===== src/rtl/operand_fetch_sequencer.sv =====
// Operand fetch sequencer: reads operand and pointer bytes for 6502-style opcodes
// through a two-state (issue/capture) memory port and resolves the effective address.
module operand_fetch_sequencer (
  input  logic        clk,
  input  logic        rst,
  input  logic        start,
  input  logic [7:0]  opcode,
  input  logic [15:0] pc,
  input  logic [7:0]  reg_x,
  input  logic [7:0]  reg_y,
  output logic [15:0] mem_addr,
  output logic        mem_rd,
  input  logic [7:0]  mem_rdata,
  output logic [15:0] effective_addr,
  output logic [7:0]  operand1,
  output logic [7:0]  operand2,
  output logic [2:0]  addr_mode,
  output logic [1:0]  instruction_length,
  output logic        page_crossed,
  output logic        busy,
  output logic        done
);

  typedef enum logic [2:0] {
    S_IDLE, S_OP1, S_OP2, S_PLO, S_PHI, S_CALC, S_DONE
  } state_t;

  typedef enum logic [3:0] {
    K_NONE, K_IMM, K_ZP, K_ZPX, K_ABS, K_ABSX, K_ABSY, K_INDX, K_INDY, K_JIND, K_BR
  } kind_t;

  localparam logic [2:0] M_IMM  = 3'b000;
  localparam logic [2:0] M_ZP   = 3'b001;
  localparam logic [2:0] M_ZPX  = 3'b010;
  localparam logic [2:0] M_ABS  = 3'b011;
  localparam logic [2:0] M_ABSX = 3'b100;
  localparam logic [2:0] M_ABSY = 3'b101;
  localparam logic [2:0] M_INDX = 3'b110;
  localparam logic [2:0] M_INDY = 3'b111;

  function automatic kind_t decode_kind(input logic [7:0] op);
    case (op)
      8'hA9, 8'h69:                     return K_IMM;
      8'hA5, 8'h85, 8'h65:              return K_ZP;
      8'hB5:                            return K_ZPX;
      8'hAD, 8'h8D, 8'h4C:              return K_ABS;
      8'hBD:                            return K_ABSX;
      8'hB9:                            return K_ABSY;
      8'hA1:                            return K_INDX;
      8'hB1:                            return K_INDY;
      8'h6C:                            return K_JIND;
      8'h10, 8'h30, 8'h50, 8'h70,
      8'h90, 8'hB0, 8'hD0, 8'hF0:       return K_BR;
      default:                          return K_NONE;
    endcase
  endfunction

  function automatic logic [1:0] kind_len(input kind_t k);
    case (k)
      K_NONE:                         return 2'd1;
      K_ABS, K_ABSX, K_ABSY, K_JIND:  return 2'd3;
      default:                        return 2'd2;
    endcase
  endfunction

  state_t      state_q, state_d;
  logic        cap_q, cap_d;
  kind_t       kind_q, kind_in, kind_c;
  logic [15:0] pc_q, pc_c;
  logic [7:0]  x_q, y_q, op1_q, op2_q, lo_q;

  logic        rd_state;
  logic [15:0] rd_addr;
  logic [7:0]  ptr_x;

  logic [7:0]  op1_v, op2_v, hi_v;
  logic [15:0] base_v, pc2_v;
  logic signed [7:0]  br_disp;
  logic signed [15:0] br_off;

  logic [15:0] ea_c;
  logic [7:0]  o1_c, o2_c;
  logic [2:0]  mode_c;
  logic [1:0]  len_c;
  logic        pcx_c;
  logic        enter_done;

  assign kind_in = decode_kind(opcode);
  assign kind_c  = (state_q == S_IDLE) ? kind_in : kind_q;
  assign pc_c    = (state_q == S_IDLE) ? pc : pc_q;
  assign ptr_x   = op1_q + x_q;

  // Control: state register with cap_q selecting the capture half of each read
  always_ff @(posedge clk or posedge rst) begin
    if (rst) begin
      state_q <= S_IDLE;
      cap_q   <= 1'b0;
    end else begin
      state_q <= state_d;
      cap_q   <= cap_d;
    end
  end

  always_comb begin
    state_d = state_q;
    cap_d   = 1'b0;
    case (state_q)
      S_IDLE: begin
        if (start) state_d = (kind_len(kind_in) == 2'd1) ? S_DONE : S_OP1;
      end
      S_OP1: begin
        if (!cap_q)                                      cap_d   = 1'b1;
        else if (kind_len(kind_q) == 2'd3)               state_d = S_OP2;
        else if (kind_q == K_INDX || kind_q == K_INDY)   state_d = S_PLO;
        else                                             state_d = S_DONE;
      end
      S_OP2: begin
        if (!cap_q)                 cap_d   = 1'b1;
        else if (kind_q == K_JIND)  state_d = S_PLO;
        else                        state_d = S_DONE;
      end
      S_PLO: begin
        if (!cap_q) cap_d   = 1'b1;
        else        state_d = S_PHI;
      end
      S_PHI: begin
        if (!cap_q) cap_d   = 1'b1;
        else        state_d = S_DONE;
      end
      // Address resolution happens on the edge into DONE; CALC is never dwelt in.
      S_CALC:  state_d = S_DONE;
      S_DONE:  state_d = S_IDLE;
      default: state_d = S_IDLE;
    endcase
  end

  always_comb begin
    rd_state = 1'b0;
    rd_addr  = 16'h0000;
    case (state_q)
      S_OP1: begin rd_state = 1'b1; rd_addr = pc_q + 16'd1; end
      S_OP2: begin rd_state = 1'b1; rd_addr = pc_q + 16'd2; end
      S_PLO: begin
        rd_state = 1'b1;
        case (kind_q)
          K_INDX:  rd_addr = {8'h00, ptr_x};
          K_INDY:  rd_addr = {8'h00, op1_q};
          default: rd_addr = {op2_q, op1_q};
        endcase
      end
      // High pointer byte wraps within its page (zero page, or op2 page for JMP indirect)
      S_PHI: begin
        rd_state = 1'b1;
        case (kind_q)
          K_INDX:  rd_addr = {8'h00, ptr_x + 8'd1};
          K_INDY:  rd_addr = {8'h00, op1_q + 8'd1};
          default: rd_addr = {op2_q, op1_q + 8'd1};
        endcase
      end
      default: ;
    endcase
  end

  assign mem_rd   = rd_state & ~cap_q;
  assign mem_addr = mem_rd ? rd_addr : 16'h0000;
  assign busy     = (state_q != S_IDLE);
  assign done     = (state_q == S_DONE);

  // Working data: latched on accept and on each capture half
  always_ff @(posedge clk) begin
    if (state_q == S_IDLE && start) begin
      kind_q <= kind_in;
      pc_q   <= pc;
      x_q    <= reg_x;
      y_q    <= reg_y;
    end
    if (cap_q) begin
      case (state_q)
        S_OP1:   op1_q <= mem_rdata;
        S_OP2:   op2_q <= mem_rdata;
        S_PLO:   lo_q  <= mem_rdata;
        default: ;
      endcase
    end
  end

  // The byte arriving in the final capture cycle is bypassed straight from mem_rdata
  assign op1_v   = (state_q == S_OP1) ? mem_rdata : op1_q;
  assign op2_v   = (state_q == S_OP2) ? mem_rdata : op2_q;
  assign hi_v    = mem_rdata;
  assign pc2_v   = pc_c + 16'd2;
  assign br_disp = op1_v;
  assign br_off  = 16'(br_disp);

  always_comb begin
    ea_c   = pc_c;
    o1_c   = op1_v;
    o2_c   = 8'h00;
    mode_c = M_IMM;
    len_c  = kind_len(kind_c);
    pcx_c  = 1'b0;
    base_v = {op2_v, op1_v};
    case (kind_c)
      K_IMM: ea_c = pc_c + 16'd1;
      K_ZP: begin
        ea_c   = {8'h00, op1_v};
        mode_c = M_ZP;
      end
      K_ZPX: begin
        ea_c   = {8'h00, op1_v + x_q};
        mode_c = M_ZPX;
      end
      K_ABS: begin
        ea_c   = base_v;
        o2_c   = op2_v;
        mode_c = M_ABS;
      end
      K_ABSX: begin
        ea_c   = base_v + {8'h00, x_q};
        o2_c   = op2_v;
        mode_c = M_ABSX;
        pcx_c  = (base_v[15:8] != ea_c[15:8]);
      end
      K_ABSY: begin
        ea_c   = base_v + {8'h00, y_q};
        o2_c   = op2_v;
        mode_c = M_ABSY;
        pcx_c  = (base_v[15:8] != ea_c[15:8]);
      end
      K_INDX: begin
        ea_c   = {hi_v, lo_q};
        mode_c = M_INDX;
      end
      K_INDY: begin
        base_v = {hi_v, lo_q};
        ea_c   = base_v + {8'h00, y_q};
        mode_c = M_INDY;
        pcx_c  = (base_v[15:8] != ea_c[15:8]);
      end
      K_JIND: begin
        ea_c   = {hi_v, lo_q};
        o2_c   = op2_v;
        mode_c = M_ABS;
      end
      K_BR: begin
        ea_c  = pc2_v + $unsigned(br_off);
        pcx_c = (pc2_v[15:8] != ea_c[15:8]);
      end
      default: o1_c = 8'h00;
    endcase
  end

  assign enter_done = (state_d == S_DONE) && (state_q != S_DONE);

  // Result registers: loaded on the edge into DONE, held until the next result
  always_ff @(posedge clk or posedge rst) begin
    if (rst) begin
      effective_addr     <= 16'h0000;
      operand1           <= 8'h00;
      operand2           <= 8'h00;
      addr_mode          <= M_IMM;
      instruction_length <= 2'd1;
      page_crossed       <= 1'b0;
    end else if (enter_done) begin
      effective_addr     <= ea_c;
      operand1           <= o1_c;
      operand2           <= o2_c;
      addr_mode          <= mode_c;
      instruction_length <= len_c;
      page_crossed       <= pcx_c;
    end
  end

endmodule


===== config.mk =====
export PLATFORM = sky130hd
export DESIGN_NAME = operand_fetch_sequencer
export DESIGN_NICKNAME = d
export VERILOG_FILES = /design/src/rtl/operand_fetch_sequencer.sv
export SDC_FILE = /design/constraint.sdc
export NUM_CORES = 1
export LEC_CHECK = 0
export CAP_MARGIN = 5
export CORE_UTILIZATION = 30
export CTS_CLUSTER_DIAMETER = 120
export DETAILED_ROUTE_END_ITERATION = 12
export PLACE_DENSITY = 0.57
export REMOVE_ABC_BUFFERS = 1
export SYNTH_ARGS = -nofsm -noshare
export SYNTH_HDL_FRONTEND = slang
export SYNTH_SLANG_ARGS = --single-unit

===== constraint.sdc =====
create_clock -name clk -period 13 [get_ports clk]
set_clock_uncertainty 0.15 [all_clocks]
set_input_delay 3.9 -clock clk [delete_from_list [all_inputs] [get_ports clk]]
set_output_delay 3.9 -clock clk [all_outputs]
set_load 0.05 [all_outputs]

Word level (Yosys, flattened, before mapping)
Cells that the tools add are included.
Widths: inputs -> output; s select.
{"block": "op_classes", "eq_ne": 56, "mux": 34, "reduce_logical": 20, "bitwise_logic": 2, "addsub": 12}
{"operator": "$pmux 16 s9", "count": 1}
{"operator": "$eq 8x8->1 const B", "count": 14}
{"operator": "$pmux 16 s2", "count": 2}
{"operator": "$pmux 16 s4", "count": 1}
{"operator": "$add 16x8->16", "count": 3}
{"operator": "$eq 8x7->1 const B", "count": 6}
{"operator": "$eq 4x3->1 const B", "count": 11}
{"operator": "$pmux 4 s10", "count": 1}
{"operator": "$add 16x1->16 const B", "count": 2}
{"operator": "$add 16x2->16 const B", "count": 2}
{"operator": "$mux 16", "count": 2}
{"operator": "$mux 8", "count": 4}
{"operator": "$ne 8x8->1", "count": 4}
{"operator": "$mux 3", "count": 9}
{"operator": "$eq 4x4->1 const B", "count": 6}
{"operator": "$pmux 3 s7", "count": 1}
{"operator": "$pmux 3 s6", "count": 1}
{"operator": "$add 16x16->16", "count": 1}
{"operator": "$add 8x1->8 const B", "count": 2}
{"operator": "$add 8x8->8", "count": 2}
{"operator": "$reduce_or 4->1", "count": 4}
{"operator": "$eq 3x3->1 const B", "count": 4}
{"operator": "$logic_not 4->1", "count": 3}
{"operator": "$pmux 2 s2", "count": 3}
{"operator": "24 further kinds", "count": 35}
{"block": "totals", "register_bits": 102, "wordCells": 139, "out_inout_bits": 57, "inputBits": 51}

Longest topological paths before layout
Gate-level depths: netlist of the first run.
{"block": "depth", "ltp_word": 14, "mapped_depth": 24, "ltp_nobuf": 20}

Worst setup path after synthesis of the first run
Ideal clock, no wire load.
{"block": "synth_timing", "path_kind": "input to register", "start": "in pc[1]", "end": "reg page_crossed", "path_buffers": 1, "setup_slack_ns": 5.392, "setup_ns": 0.121, "t_required_ns": 12.729, "arrival_ns": 7.337, "cell_stages": 17, "cell_sequence": "mux2i_1 > inv_1 > ha_1 > nand3_1 > nor3_1 > o21ai_0 > xor2_1 > ha_1 > clkbuf_1 > a21o_1 > a21oi_1 > mux2_2 > a2111oi_0 > o41ai_1 > a2111oi_1 > a31oi_1 > o22a_1"}
{"block": "synth_between", "elab_chain_len": 5}
{"item": "from (decl)", "line": "8", "source": "input logic [15:0] pc,"}
{"item": "$mux 16 *", "line": "90", "source": "assign pc_c = (state_q == S_IDLE) ? pc : pc_q;"}
{"item": "$add 16x2->16 *", "line": "191", "source": "assign pc2_v = pc_c + 16'd2;"}
{"item": "$add 16x16->16", "line": "246", "source": "ea_c = pc2_v + $unsigned(br_off);"}
{"item": "$ne 8x8->1 *", "line": "247", "source": "pcx_c = (pc2_v[15:8] != ea_c[15:8]);"}
{"item": "$pmux 1 s4 *", "line": "203", "source": "case (kind_c)"}
{"item": "to (signal assigned)", "line": "270", "source": "page_crossed <= pcx_c;"}
{"item": "to (decl)", "line": "19", "source": "output logic page_crossed,"}
Mark *: on every way between the ends. The rest lies on a longest branch, timed or not.
A chain may end at the register's enable or synchronous reset.

Worst setup path in the final report of the first run
Ends and elaborated chain as after synthesis.

==> results of run 1 <==
layout make-up:
type	instances	area share, %
Timing Repair Buffer	129	10.7
Clock inverter	6	0.488
Tap cell	402	4.36
Sequential cell	102	24.8
Multi-Input combinational cell	954	56.3
Clock buffer	10	1.99
Inverter	42	1.37
cell usage after synthesis (16+ instances only):
master,count
a21o_1,18
a21oi_1,89
a31oi_1,27
clkbuf_1,42
dfrtp_1,41
edfxtp_1,60
ha_1,52
inv_1,42
mux2i_1,37
nand2_1,136
nand3_1,46
nor2_1,82
nor2b_1,16
nor3_1,32
o21ai_0,50
xnor2_1,50
xor2_1,43
metrics by stage:
step / hold WS, ps / total power [mW]
3_3_place_gp: 318 / 2.92
5_1_grt: 364 / 3.42
3_5_place_dp: 323 / 2.91
6_report: 336 / 3.21
2_1_floorplan: 427 / 2.16
4_1_cts: 345 / 3.20
worst max-delay path, cell delays in order:
cell and delay [ps]:
clkdlybuf4s50_1 450, mux2i_1 330, inv_1 210, ha_1 340, o21ai_0 160, a21boi_0 240
ha_1 330, a21oi_1 190, nor2_1 60, a2111oi_0 1080, and2_1 440, o311ai_0 310
xnor2_1 270, mux2i_1 250, a31oi_1 100, o22a_1 170
state kept, by name, summed over array words and instances (netlist names):
name                count
kind_q                  4
page_crossed            1
instruction_length      2
operand2                8
y_q                     8
addr_mode               3
effective_addr         16
lo_q                    8
x_q                     8
pc_q                   16
operand1                8
state_q                 3
op2_q                   8
cap_q                   1
op1_q                   8
worst max-delay path by stage:
stage	endpoint	cells past startpoint	slack, ps	start
3_3_place_gp	page_crossed$_DFFE_PP0P_	16	4000	pc[1]
4_1_cts	page_crossed$_DFFE_PP0P_	16	4270	pc[1]
5_1_grt	page_crossed$_DFFE_PP0P_	16	3940	pc[1]
3_5_place_dp	page_crossed$_DFFE_PP0P_	16	3890	pc[1]
2_1_floorplan	mem_addr[7]	7	4870	state_q[1]$_DFF_PP0_
6_report	page_crossed$_DFFE_PP0P_	16	4270	pc[1]
logic make-up (layout without fill, tap and decap cells):
kind of cell             count (synthesis)  after routing
AND/OR/NAND/NOR                        411            411
XOR/XNOR                                95             95
adder cells (fa/ha/maj)                 57             57
multiplexers                            52             52
AO/OA/AOI/OAI                          339            339
buffers and inverters                   98            187
flip-flops                             102            102
metal layers:
| metal | share of wire (%) | wire length, um |
|---|---|---|
| met1 | 46 | 16400 |
| met4 | 2.5 | 893 |
| met3 | 7.7 | 2740 |
| met2 | 44 | 15600 |
| met5 | 0 | 0 |
report_power, final:
| part | internal (mW) | switching (mW) | leakage, nW |
|---|---|---|---|
| Sequential | 0.464 | 0.118 | 1.07 |
| Combinational | 0.862 | 1.50 | 3.19 |
| Clock | 0.134 | 0.141 | 0.137 |
cell usage in the layout (no fill, tap or decap), types with 11 or more instances in the layout:
master | netlist | layout
a2111oi_0 | 11 | 11
inv_1 | 42 | 40
nor3_1 | 32 | 32
ha_1 | 52 | 52
a21o_1 | 18 | 18
and3_1 | 11 | 11
nor2b_1 | 16 | 16
dfrtp_1 | 41 | 41
nand2_1 | 136 | 136
nand3_1 | 46 | 46
o21ai_0 | 50 | 50
clkdlybuf4s50_1 | 0 | 107
and2_1 | 13 | 13
buf_4 | 1 | 22
a22o_1 | 12 | 12
a31oi_1 | 27 | 27
mux2i_1 | 37 | 37
edfxtp_1 | 60 | 60
mux2_2 | 14 | 14
o22ai_1 | 13 | 13
o21bai_1 | 11 | 11
xnor2_1 | 50 | 50
xor2_1 | 43 | 43
a21oi_1 | 89 | 89
a221oi_1 | 14 | 14
nor2_1 | 82 | 82
==> results.ini, run 1 <==
[run_status]
status=completed

[synthesis]
synth-compound-area-share_pct=23.7
netlist_area_um2=9710
async_flop_share_pct=41.2
ys_ff_latch=102
muxShareOfSynthArea_pct=5.55
synth_top_cell_by_area=edfxtp_1
syn_avg_cell_area_um2=8.42
synth_sequential_area_ratio_pct=29.4
syn_inst=1154
synth_warnings=0
synth-simple-area-share_pct=20.8
synth.distinct_cells=86
synth_top_area_share_pct=18.5
synth_edf_count=60
synth_ff_type=edfxtp_1
synth_fa_ha_area_share_pct=7.64
synth_top_family_by_area=compound AO/OA/AOI/OAI gates
synthTopCellsByArea=edfxtp_1 (19%), dfrtp_1 (11%), ha_1 (6.7%)
synthXorXnorAreaFrac_pct=8.86

[place]
placed_area_um2=11200
pre_cts_ws_ps=3890
io_buffers=107
dp.cells=1629
dp_hpwl_mm=27.2
gp_congestion=0.923

[pwr]
ir_worst_vdd_uv=95.9
powerDensity_nw_per_um2=279
leakagePower_nw=4.40

[grt]
grt_start_max_net_pins=43
grt_pass1_wl_mm=54.4
grtUsageMet3_pct=3.35
first_global_vias=9017
busiest_layer=met2
antenna_found_initial=0
grt_overflow=0
grt_use_met1_pct=30.4
globalRouteMet2Util_pct=33.6
grt_usage_pct=21.5

[route]
wl_per_cell_um=21.7
dr_total_vias=9442
drt_first_pass_iters=7
ant_nets=0
vias_per_cell=5.74
drc=0
first_iter_violations=855
wl_mm=35.7

[sta]
timing.final.crit_share_pct=67.1
worst_pin_slew_ps=1280
finalCriticalPeriod_ps=8730
rsz0062_at_grt=false
fmax_ghz=0.115
finalSetupViolations=0
setup_ws_ps=4270
slew_violations=0
tns_ps=0
finalHoldViolCount=0
slew_headroom_pct=12.2

[clock_tree]
clk_latency_ps=370
cts_tree=done
cts_setup_buffers=0
htree_levels=3
ctsHoldBuffers=0
cts_sinks=102
clock_path_buffers=2
ctsResizeCount=0
cts_buffers=9
clk_pin_slew_ps=80
clockRootBuffer=clkbuf_16

[cells_and_area]
n_fill_cell=3285
final_layout_size_suffix_gt1_share_pct=5.87
regArea_um2=2850
fin_area_um2=11500
multi_input_area_um2=6490
syn2layout_area_growth_pct=18.7
stdcell_count=1645
nets=1345
fin_util_pct=36.3
diodes=0

[min_path]
hold_class=flop to flop
hp-start=effective_addr[11]$_DFFE_PP0P_
min_to=effective_addr[11]$_DFFE_PP0P_
holdPathStages=2

[setup_path]
crit_arrival_ps=8830
timing.rr.end=page_crossed$_DFFE_PP0P_
r2r_slack_ps=6700
worstRegToRegCells=18
worstSetupPathType=input port to flop
reg2reg_from=state_q[2]$_DFF_PP0_
cp-end-kind=flop
cp.required_ps=13110
critical_path.max_fanout=7
critPathLaunchType=input port

[floorplan]
initial_core_util_pct=30.6
core-area_um2=31700
chipHeight_um=182
die-area_um2=33100
die-width_um=182
ios=108
rows=65

[job]
maxCapViolations=0

(Power assumes the default switching activity.)
==> run 2: changes to the inputs <==
Clock period 13 ns to 8.1 ns, I/O delays scaled along.
==> run 2 against run 1 <==
Via count rose by 1.9%. Die area unchanged. Critical path type unchanged. First-iteration DRC count is 12% higher. Critical path depth rose by 2. Global-route usage grew 0.26 points.
==> results.ini, run 2 (synthesis results as in run 1) <==
[run_status]
status=completed

[setup_path]
path_cells=clkdlybuf4s50_1, mux2i_1, inv_1, ha_1, o21ai_0, nor2b_1, xnor2_1, ha_1, nand4_1, nor2_1, a2111oi_0, buf_4, and2_1, xor2_1, nor2_1, a2111oi_0, o2111ai_1, a22o_1
critical_path.max_fanout=7  ; unchanged
critPathLaunchType=input port
r2r_slack_ps=1970  ; -4730 ps
cpMaxStageDelayCell=a2111oi_0
cp-end-kind=flop
max_stage_delay_ps=590  ; -490 ps
crit_arrival_ps=7200  ; -1630 ps
critical_path.top_delay_family=compound AO/OA/AOI/OAI gates
cp.required_ps=8210  ; -4900 ps
cp_num_buf_inv=3  ; +1
worstSetupPathType=input port to flop

[cells_and_area]
diodes=0  ; unchanged
layout_commonest_cell=nand2_1
most-common-layout-cells=nand2_1 (136), clkdlybuf4s50_1 (107), a21oi_1 (89)
syn2layout_area_growth_pct=19.4
final_layout_size_suffix_gt1_share_pct=6.55  ; +0.68 points
nets=1353  ; +0.59%
n_fill_cell=3307  ; +0.67%
reg.largest.list=effective_addr (16), pc_q (16)
fin_util_pct=36.6  ; +0.23 points

[grt]
grt_overflow=0  ; unchanged
grt_start_max_net_pins=43  ; unchanged
grt_pass1_wl_mm=54.8  ; +0.76%
antenna_found_initial=0  ; unchanged
grt_usage_pct=21.7  ; +0.26 points
first_global_vias=9228  ; +2.3%

[route]
first_iter_violations=961  ; +12%
drc=0  ; unchanged
dr_total_vias=9618  ; +1.9%
wl_mm=36.3  ; +1.7%
wl_per_cell_um=21.9  ; +1.2%
vias_per_cell=5.82  ; +1.4%
drt_first_pass_iters=5  ; -2
ant_nets=0  ; unchanged

[floorplan]
chipHeight_um=182  ; unchanged
initial_core_util_pct=30.6  ; unchanged
ios=108  ; unchanged
die-area_um2=33100  ; unchanged
die-width_um=182  ; unchanged
rows=65  ; unchanged
core-area_um2=31700  ; unchanged

[min_path]
hold_class=flop to flop

[sta]
worst_pin_slew_ps=1110  ; -170 ps
tns_ps=0  ; unchanged
rsz0062_at_grt=false
slew_violations=0  ; unchanged
finalSetupViolations=0  ; unchanged
finalHoldViolCount=0  ; unchanged
slew_headroom_pct=25.8  ; +14 points
timing.final.crit_share_pct=87.6
fmax_ghz=0.141
finalCriticalPeriod_ps=7100

[place]
io_buffers=107  ; unchanged
gp_congestion=0.914  ; -0.90%
dp_hpwl_mm=27.8  ; +2.3%

[clock_tree]
cts_tree=done
clock_path_buffers=2  ; unchanged
ctsResizeCount=0  ; unchanged
cts_buffers=9  ; unchanged
clk_latency_ps=370  ; about the same
cts_sinks=102  ; unchanged
htree_levels=3  ; unchanged
ctsHoldBuffers=0  ; unchanged
clockRootBuffer=clkbuf_16
clk_pin_slew_ps=80  ; about the same
cts_setup_buffers=0  ; unchanged

[pwr]
finalPower_mw=5.24  ; +63%
powerDensity_nw_per_um2=452  ; +62%
ir_worst_vdd_uv=153  ; +60%
leakagePower_nw=4.45  ; +1.2%

[job]
maxCapViolations=0  ; unchanged

==> run 2: changes by cell type in the layout (fill, tap and decap cells not counted), sizes merged <==
cell / previous run / this run
clkinv: 4 / 2
clkinvlp: 1 / 0
buf: 22 / 30
inv: 43 / 46
==> run 2: power by group <==
part | internal (mW) | switching [mW] | total [mW]
clock network | 0.227 | 0.240 | 0.468
registers | 0.745 | 0.185 | 0.930
logic | 1.41 | 2.44 | 3.85
total | 2.38 | 2.86 | 5.24
==> run 2: path summary, 6_finish.rpt <==
| path | startpoint | end | cells past startpoint |
|---|---|---|---|
| hold reg to reg | effective_addr[11]$_DFFE_PP0P_ | effective_addr[11]$_DFFE_PP0P_ | 2 |
| hold / removal | effective_addr[11]$_DFFE_PP0P_ | effective_addr[11]$_DFFE_PP0P_ | 2 |
| min in group asynchronous | rst | operand1[3]$_DFFE_PP0P_ | 2 |
| max in group asynchronous | rst | effective_addr[6]$_DFFE_PP0P_ | 2 |
| setup reg to reg | state_q[2]$_DFF_PP0_ | effective_addr[8]$_DFFE_PP0P_ | 20 |
| setup / recovery | pc[1] | effective_addr[8]$_DFFE_PP0P_ | 18 |
==> run 2: layer usage <==
metal | track usage [%] | wire (um)
met5 | 0 | 0
met4 | 6.82 | 870
met3 | 3.69 | 2790
met2 | 34.1 | 15900
met1 | 30.3 | 16600
==> run 2: worst register-to-register path, delay by kind of cell, from the launching register on <==
kind / cells / cell delay (ps)
DFF: 1 / 540
and+or+nand+nor: 6 / 940
adders and majority gates: 2 / 720
muxes: 1 / 440
xor gates and xnor gates: 2 / 360
buffers and inverters: 4 / 1200
AOI/OAI and AO/OA: 5 / 1670
==> run 2: per-stage QoR <==
step	std cells	cell area, um2	worst slack [ps]	hold WS (ps)
finish	1653	11600	1000	334
global route	1653	11600	745	370
CTS	1653	11600	1080	342
detailed placement	1637	11300	701	323
global placement	1637	11300	765	321
floorplan	1098	9470	1440	427
==> run 2: cell type report <==
cell class                 instances  area, um2  share of cell area, %
multi-input combinational        954       6490                   55.9
clock inverter                     6       60.1                  0.518
inverter                          42        158                   1.36
clock buffer                      10        239                   2.06
sequential                       102       2850                   24.6
timing repair buffer             137       1300                   11.2
tap                              402        503                   4.34
